[src/rtl/enemy_ai.sv]
// Enemy AI controller: turns player/enemy state into registered motion command
// strobes using a decision FSM, a guard/duck hold timer, a jump cooldown and an LFSR.
module enemy_ai #(
  parameter int          NEAR_X     = 64,
  parameter int          FAR_X      = 192,
  parameter int          DECIDE_CYC = 8,
  parameter int          HOLD_CYC   = 6,
  parameter int          JUMP_CD    = 24,
  parameter logic [15:0] LFSR_SEED  = 16'hACE1
) (
  input  logic               clk,
  input  logic               rst_n,
  input  logic signed [10:0] p_x,
  input  logic               p_isJ,
  input  logic               p_atk,
  input  logic signed [10:0] e_x,
  input  logic               e_isJ,
  output logic               right,
  output logic               left,
  output logic               jump,
  output logic               squat,
  output logic               defend
);

  localparam int DW = $clog2(DECIDE_CYC + 1);
  localparam int HW = $clog2(HOLD_CYC + 1);
  localparam int JW = $clog2(JUMP_CD + 1);

  typedef enum logic [2:0] {IDLE, APPROACH, RETREAT, GUARD, DUCK} state_t;

  state_t          state, state_nx;
  logic [DW-1:0]   dcnt, dcnt_nx;
  logic [HW-1:0]   hcnt, hcnt_nx;
  logic [JW-1:0]   jcd, jcd_nx;
  logic [15:0]     lfsr, lfsr_nx;
  logic            p_isJ_q;
  logic            right_nx, left_nx, jump_nx, squat_nx, defend_nx;

  logic signed [11:0] dx;
  logic [11:0]        adx;
  logic               near, far, guard_hit, fire;
  logic [2:0]         rnd;

  assign dx        = {e_x[10], e_x} - {p_x[10], p_x};
  assign adx       = dx[11] ? 12'(-dx) : 12'(dx);
  assign near      = adx < 12'(NEAR_X);
  assign far       = adx > 12'(FAR_X);
  assign rnd       = lfsr[2:0];
  assign guard_hit = p_atk && near;
  assign lfsr_nx   = {1'b0, lfsr[15:1]} ^ (lfsr[0] ? 16'hB400 : 16'h0000);

  // State, timers and registered command outputs.
  always_ff @(posedge clk or negedge rst_n) begin
    if (!rst_n) begin
      state   <= IDLE;
      dcnt    <= '0;
      hcnt    <= '0;
      jcd     <= '0;
      lfsr    <= LFSR_SEED;
      p_isJ_q <= 1'b0;
      right   <= 1'b0;
      left    <= 1'b0;
      jump    <= 1'b0;
      squat   <= 1'b0;
      defend  <= 1'b0;
    end else begin
      state   <= state_nx;
      dcnt    <= dcnt_nx;
      hcnt    <= hcnt_nx;
      jcd     <= jcd_nx;
      lfsr    <= lfsr_nx;
      p_isJ_q <= p_isJ;
      right   <= right_nx;
      left    <= left_nx;
      jump    <= jump_nx;
      squat   <= squat_nx;
      defend  <= defend_nx;
    end
  end

  // Next state: a reactive guard outranks both hold countdown and periodic decisions.
  always_comb begin
    state_nx = state;
    dcnt_nx  = dcnt;
    hcnt_nx  = hcnt;
    if (guard_hit) begin
      state_nx = GUARD;
      hcnt_nx  = HW'(HOLD_CYC);
      dcnt_nx  = '0;
    end else if (state == GUARD || state == DUCK) begin
      hcnt_nx = hcnt - HW'(1);
      if (hcnt == HW'(1)) begin
        state_nx = IDLE;
        dcnt_nx  = '0;
      end
    end else if (dcnt == DW'(DECIDE_CYC - 1)) begin
      dcnt_nx = '0;
      if (far) begin
        state_nx = APPROACH;
      end else if (near) begin
        if (rnd == 3'd7) begin
          state_nx = DUCK;
          hcnt_nx  = HW'(HOLD_CYC);
        end else if (rnd[1:0] == 2'd0) begin
          state_nx = RETREAT;
        end else begin
          state_nx = IDLE;
        end
      end else begin
        state_nx = rnd[0] ? APPROACH : IDLE;
      end
    end else begin
      dcnt_nx = dcnt + DW'(1);
    end
  end

  // Output decode from the next state; dx > 0 means the player is to the left.
  always_comb begin
    right_nx  = 1'b0;
    left_nx   = 1'b0;
    squat_nx  = 1'b0;
    defend_nx = 1'b0;
    case (state_nx)
      APPROACH: begin
        left_nx  = (dx > 0);
        right_nx = (dx < 0);
      end
      RETREAT: begin
        left_nx  = (dx < 0);
        right_nx = (dx > 0);
      end
      GUARD:   defend_nx = 1'b1;
      DUCK:    squat_nx  = 1'b1;
      default: ;
    endcase
    fire    = p_isJ && !p_isJ_q && (adx <= 12'(FAR_X)) && !e_isJ && (jcd == '0)
              && (state_nx != GUARD) && (state_nx != DUCK);
    jump_nx = fire;
    if (fire)
      jcd_nx = JW'(JUMP_CD);
    else if (jcd != '0)
      jcd_nx = jcd - JW'(1);
    else
      jcd_nx = jcd;
  end

endmodule

[config.mk]
export PLATFORM = sky130hd
export DESIGN_NAME = enemy_ai
export DESIGN_NICKNAME = d
export VERILOG_FILES = /design/src/rtl/enemy_ai.sv
export SDC_FILE = /design/constraint.sdc
export NUM_CORES = 1
export LEC_CHECK = 0
export ABC_CLOCK_PERIOD_IN_PS = 2700
export CORE_ASPECT_RATIO = 1.2
export CORE_MARGIN = 1
export CORE_UTILIZATION = 35
export DETAILED_ROUTE_END_ITERATION = 6
export MAX_ROUTING_LAYER = met4
export PLACE_DENSITY = 0.59
export SYNTH_ARGS = -nofsm -noshare
export SYNTH_HDL_FRONTEND = slang
export SYNTH_SLANG_ARGS = --single-unit
[constraint.sdc]
create_clock -name clk -period 2.7 [get_ports clk]
set_input_delay 0.54 -clock clk [delete_from_list [all_inputs] [get_ports clk]]
set_output_delay 0.54 -clock clk [all_outputs]
set_load 0.005 [all_outputs]
==> impl_metrics.yaml <==
synthesis:
  synthCells: 258
  synth.distinct_cells: 66
  synthArstFlopShare: 1.00
  netlist.area_leader.share: 0.292
  yosys_warnings: 0
  ys_seq_area_frac: 0.377
  ys_top_cells_by_area: "dfrtp_1 29%, dfstp_2 8.5%, ha_1 8.1%"
  synth_edf_count: 0
  synth_common_cells: "29 x dfrtp_1, 24 x nand2_1, 23 x nor2_1"
  syn_nets: 302
  ys_ff_latch: 37
  syn_area_sq_um: 2480
  synth_flop_cell: "dfrtp_1"
  avgSynthCellArea_sq_um: 9.62
  synth_top_area_cell: "dfrtp_1"
  synth.most_common_cell: "dfrtp_1"
clock_network:
  cts_root_buf: "clkbuf_8"
  cts-htree-levels: 2
  cts_made_buffers: 5
  cts_buffer_depth: 2
  clk_pin_slew_ns: 0.08
  clk_latency_ns: 0.29
  cts.sinks: 37
  hold_buffers: 0
  cts_tree: "done"
outcome:
  status: "finished, violations left"
  failed_checks: "negative setup slack"
drt:
  routedWlPerCell_microns: 13.0
  drc_errors: 0
  ant_nets: 0
  drt_pass1_iterations: 4
  via_count: 2243
  first_iter_violations: 95
  vias_per_cell: 5.05
  routed_wl_microns: 5790
grt:
  grt_use_total: 0.170
  grtUsageMet1: 0.191
  grt_util_met2: 0.314
  grt_pass1_wl_microns: 9830
  grt_overflow_total: 0
  busiest_layer: "met2"
  grt_max_degree: 38
  antenna_found_initial: 0
  use_met3: 0.0194
  first_global_vias: 2284
critical_path:
  path_buf_inv: 6
  end_kind: "register"
  r2r-end: "left"
  cp.arrival_ns: 3.59
  path_delay_family: "compound AO/OA/AOI/OAI gates"
  crit_chain: "buf_8, inv_12, ha_4, inv_2, fa_2, a211oi_4, nand3b_1, mux2_4, o22ai_4, mux2_4, o32a_1, buf_4, o31a_1, buf_4, buf_6, o22ai_2"
  path_class: "input port to register"
  cp_max_fo: 4
  ff2ff_path_depth: 9
  start_kind: "input port"
  required_ns: 2.90
  rrSetupSlack_ns: 0.28
  r2r_start: "state[2]"
  max_stage_delay_ns: 0.43
  slowest_stage: "fa_2"
sta:
  fmax_ghz: 0.296
  grt_setup_unrepaired: "true"
  whs_ns: 0.356
  fin_setup_tns_ns: -8.98
  fin_crit_ns: 3.38
  maxSlewViolCount: 0
  slew-limit-headroom: 0.633
  setup_viol_count_final: 19
  worst_pin_slew_ns: 0.546
  hold_viol: 0
  setup_slack_ns: -0.682
  fin_crit_sh: 1.25
  skew_ns: 0.00735
hold_path:
  hold_end: "lfsr[8]"
  hold_depth: 0
  holdCritStartpoint: "lfsr[9]"
  hold_class: "register to register"
floorplanning:
  start_util: 0.362
  die_h_microns: 94.2
  fp.dieW_microns: 78.9
  die_area_sq_um: 7430
  coreArea_sq_um: 6850
  io_pins: 32
  rows: 33
power_and_ir_drop:
  vdd_ir_drop_max_uv: 439
  power.total_mw: 2.80
  p_leak_nw: 1.72
  p_per_area_nw_per_um2: 725
finish:
  syn_to_final_growth_pct: 55.5
  finalInstanceArea_sq_um: 3860
  drive_above_1_share: 0.409
  fillCellCount: 619
  num_antenna_cells: 0
  fin_nets: 400
placed_design:
  placed_area_sq_um: 3300
  place_hpwl_microns: 4060
  gp_congestion: 0.796
  portBuffers: 31
  pre_cts_slack_ns: -1.52
flow_run:
  maxCapViolCount: 0
-- routing by layer --
metal	up-vias	part of all wire
met2	40	0.55
met3	9	0.015
met5	-	0
met1	1079	0.42
li1	1115	-
met4	0	0.017
-- layout by cell type (no fill, tap or decap), types with 6 or more instances in the layout --
cell and count:
nand3_1 10, nor2_1 21, buf_6 15, dfrtp_1 29
ha_4 7, xor2_1 6, inv_2 7, ha_1 9
a21oi_1 10, inv_1 12, clkdlybuf4s50_1 21, buf_4 49
dlygate4sd2_1 7, dfstp_2 8, nand2_1 22, a21oi_2 7
-- power breakdown --
group | switching, mW | internal, mW | leakage [nW] | total, mW
sequential | 0.0759 | 0.674 | 0.456 | 0.750
combinational | 0.711 | 0.757 | 1.20 | 1.47
clock | 0.208 | 0.372 | 0.0687 | 0.579
total | 0.995 | 1.80 | 1.72 | 2.80
-- cell families after synthesis --
| group | count (synthesis) | synth area share |
|---|---|---|
| compound gates | 63 | 0.204 |
| xor+xnor | 17 | 0.0706 |
| flops | 37 | 0.377 |
| mux | 3 | 0.0136 |
| fa+ha+maj | 17 | 0.0888 |
| simple gates | 97 | 0.206 |
| buf+inv | 24 | 0.0398 |
-- through the flow --
stage                     std cells  utilization
after CTS                       442        0.557
final                           444        0.563
after detailed placement        421        0.482
after global placement          421        0.482
after global routing            444        0.563
after floorplan                 258            -
-- flip-flops by register name, indices dropped and copies added, names as in the netlist --
name and flops:
dcnt 4, defend 1, hcnt 3, jcd 5, jump 1, left 1
lfsr 16, p_isJ_q 1, right 1, squat 1, state 3
-- cell type report --
| type | instances | area, sq um | share of cell area |
|---|---|---|---|
| Clock buffer | 5 | 68.8 | 0.0178 |
| Timing Repair Buffer | 95 | 838 | 0.217 |
| Multi-Input combinational cell | 197 | 1750 | 0.453 |
| Inverter | 20 | 87.6 | 0.0227 |
| Clock inverter | 3 | 68.8 | 0.0178 |
| Tap cell | 87 | 109 | 0.0282 |
| Sequential cell | 37 | 936 | 0.243 |
-- worst max-delay path by stage --
| stage | depth (start not counted) | start | slack, ns | to |
|---|---|---|---|---|
| final | 16 | e_x[0] | -0.68 | right |
| after global routing | 17 | e_x[0] | -0.83 | jcd[3] |
| after CTS | 15 | e_x[0] | -0.64 | jcd[3] |
| after detailed placement | 18 | e_x[0] | -1.52 | left |
| after global placement | 17 | e_x[0] | -1.43 | left |
| after floorplan | 14 | e_x[0] | -0.81 | jcd[3] |
-- what timing repair did --
| action | 4_1_cts | 5_1_grt |
|---|---|---|
| setup buffers | 16 | 2 |
| resized for setup | 78 | 6 |
| endpoints found under the setup margin | 19 | 19 |
| pin swaps | 37 | 11 |
(Power assumes the default switching activity.)
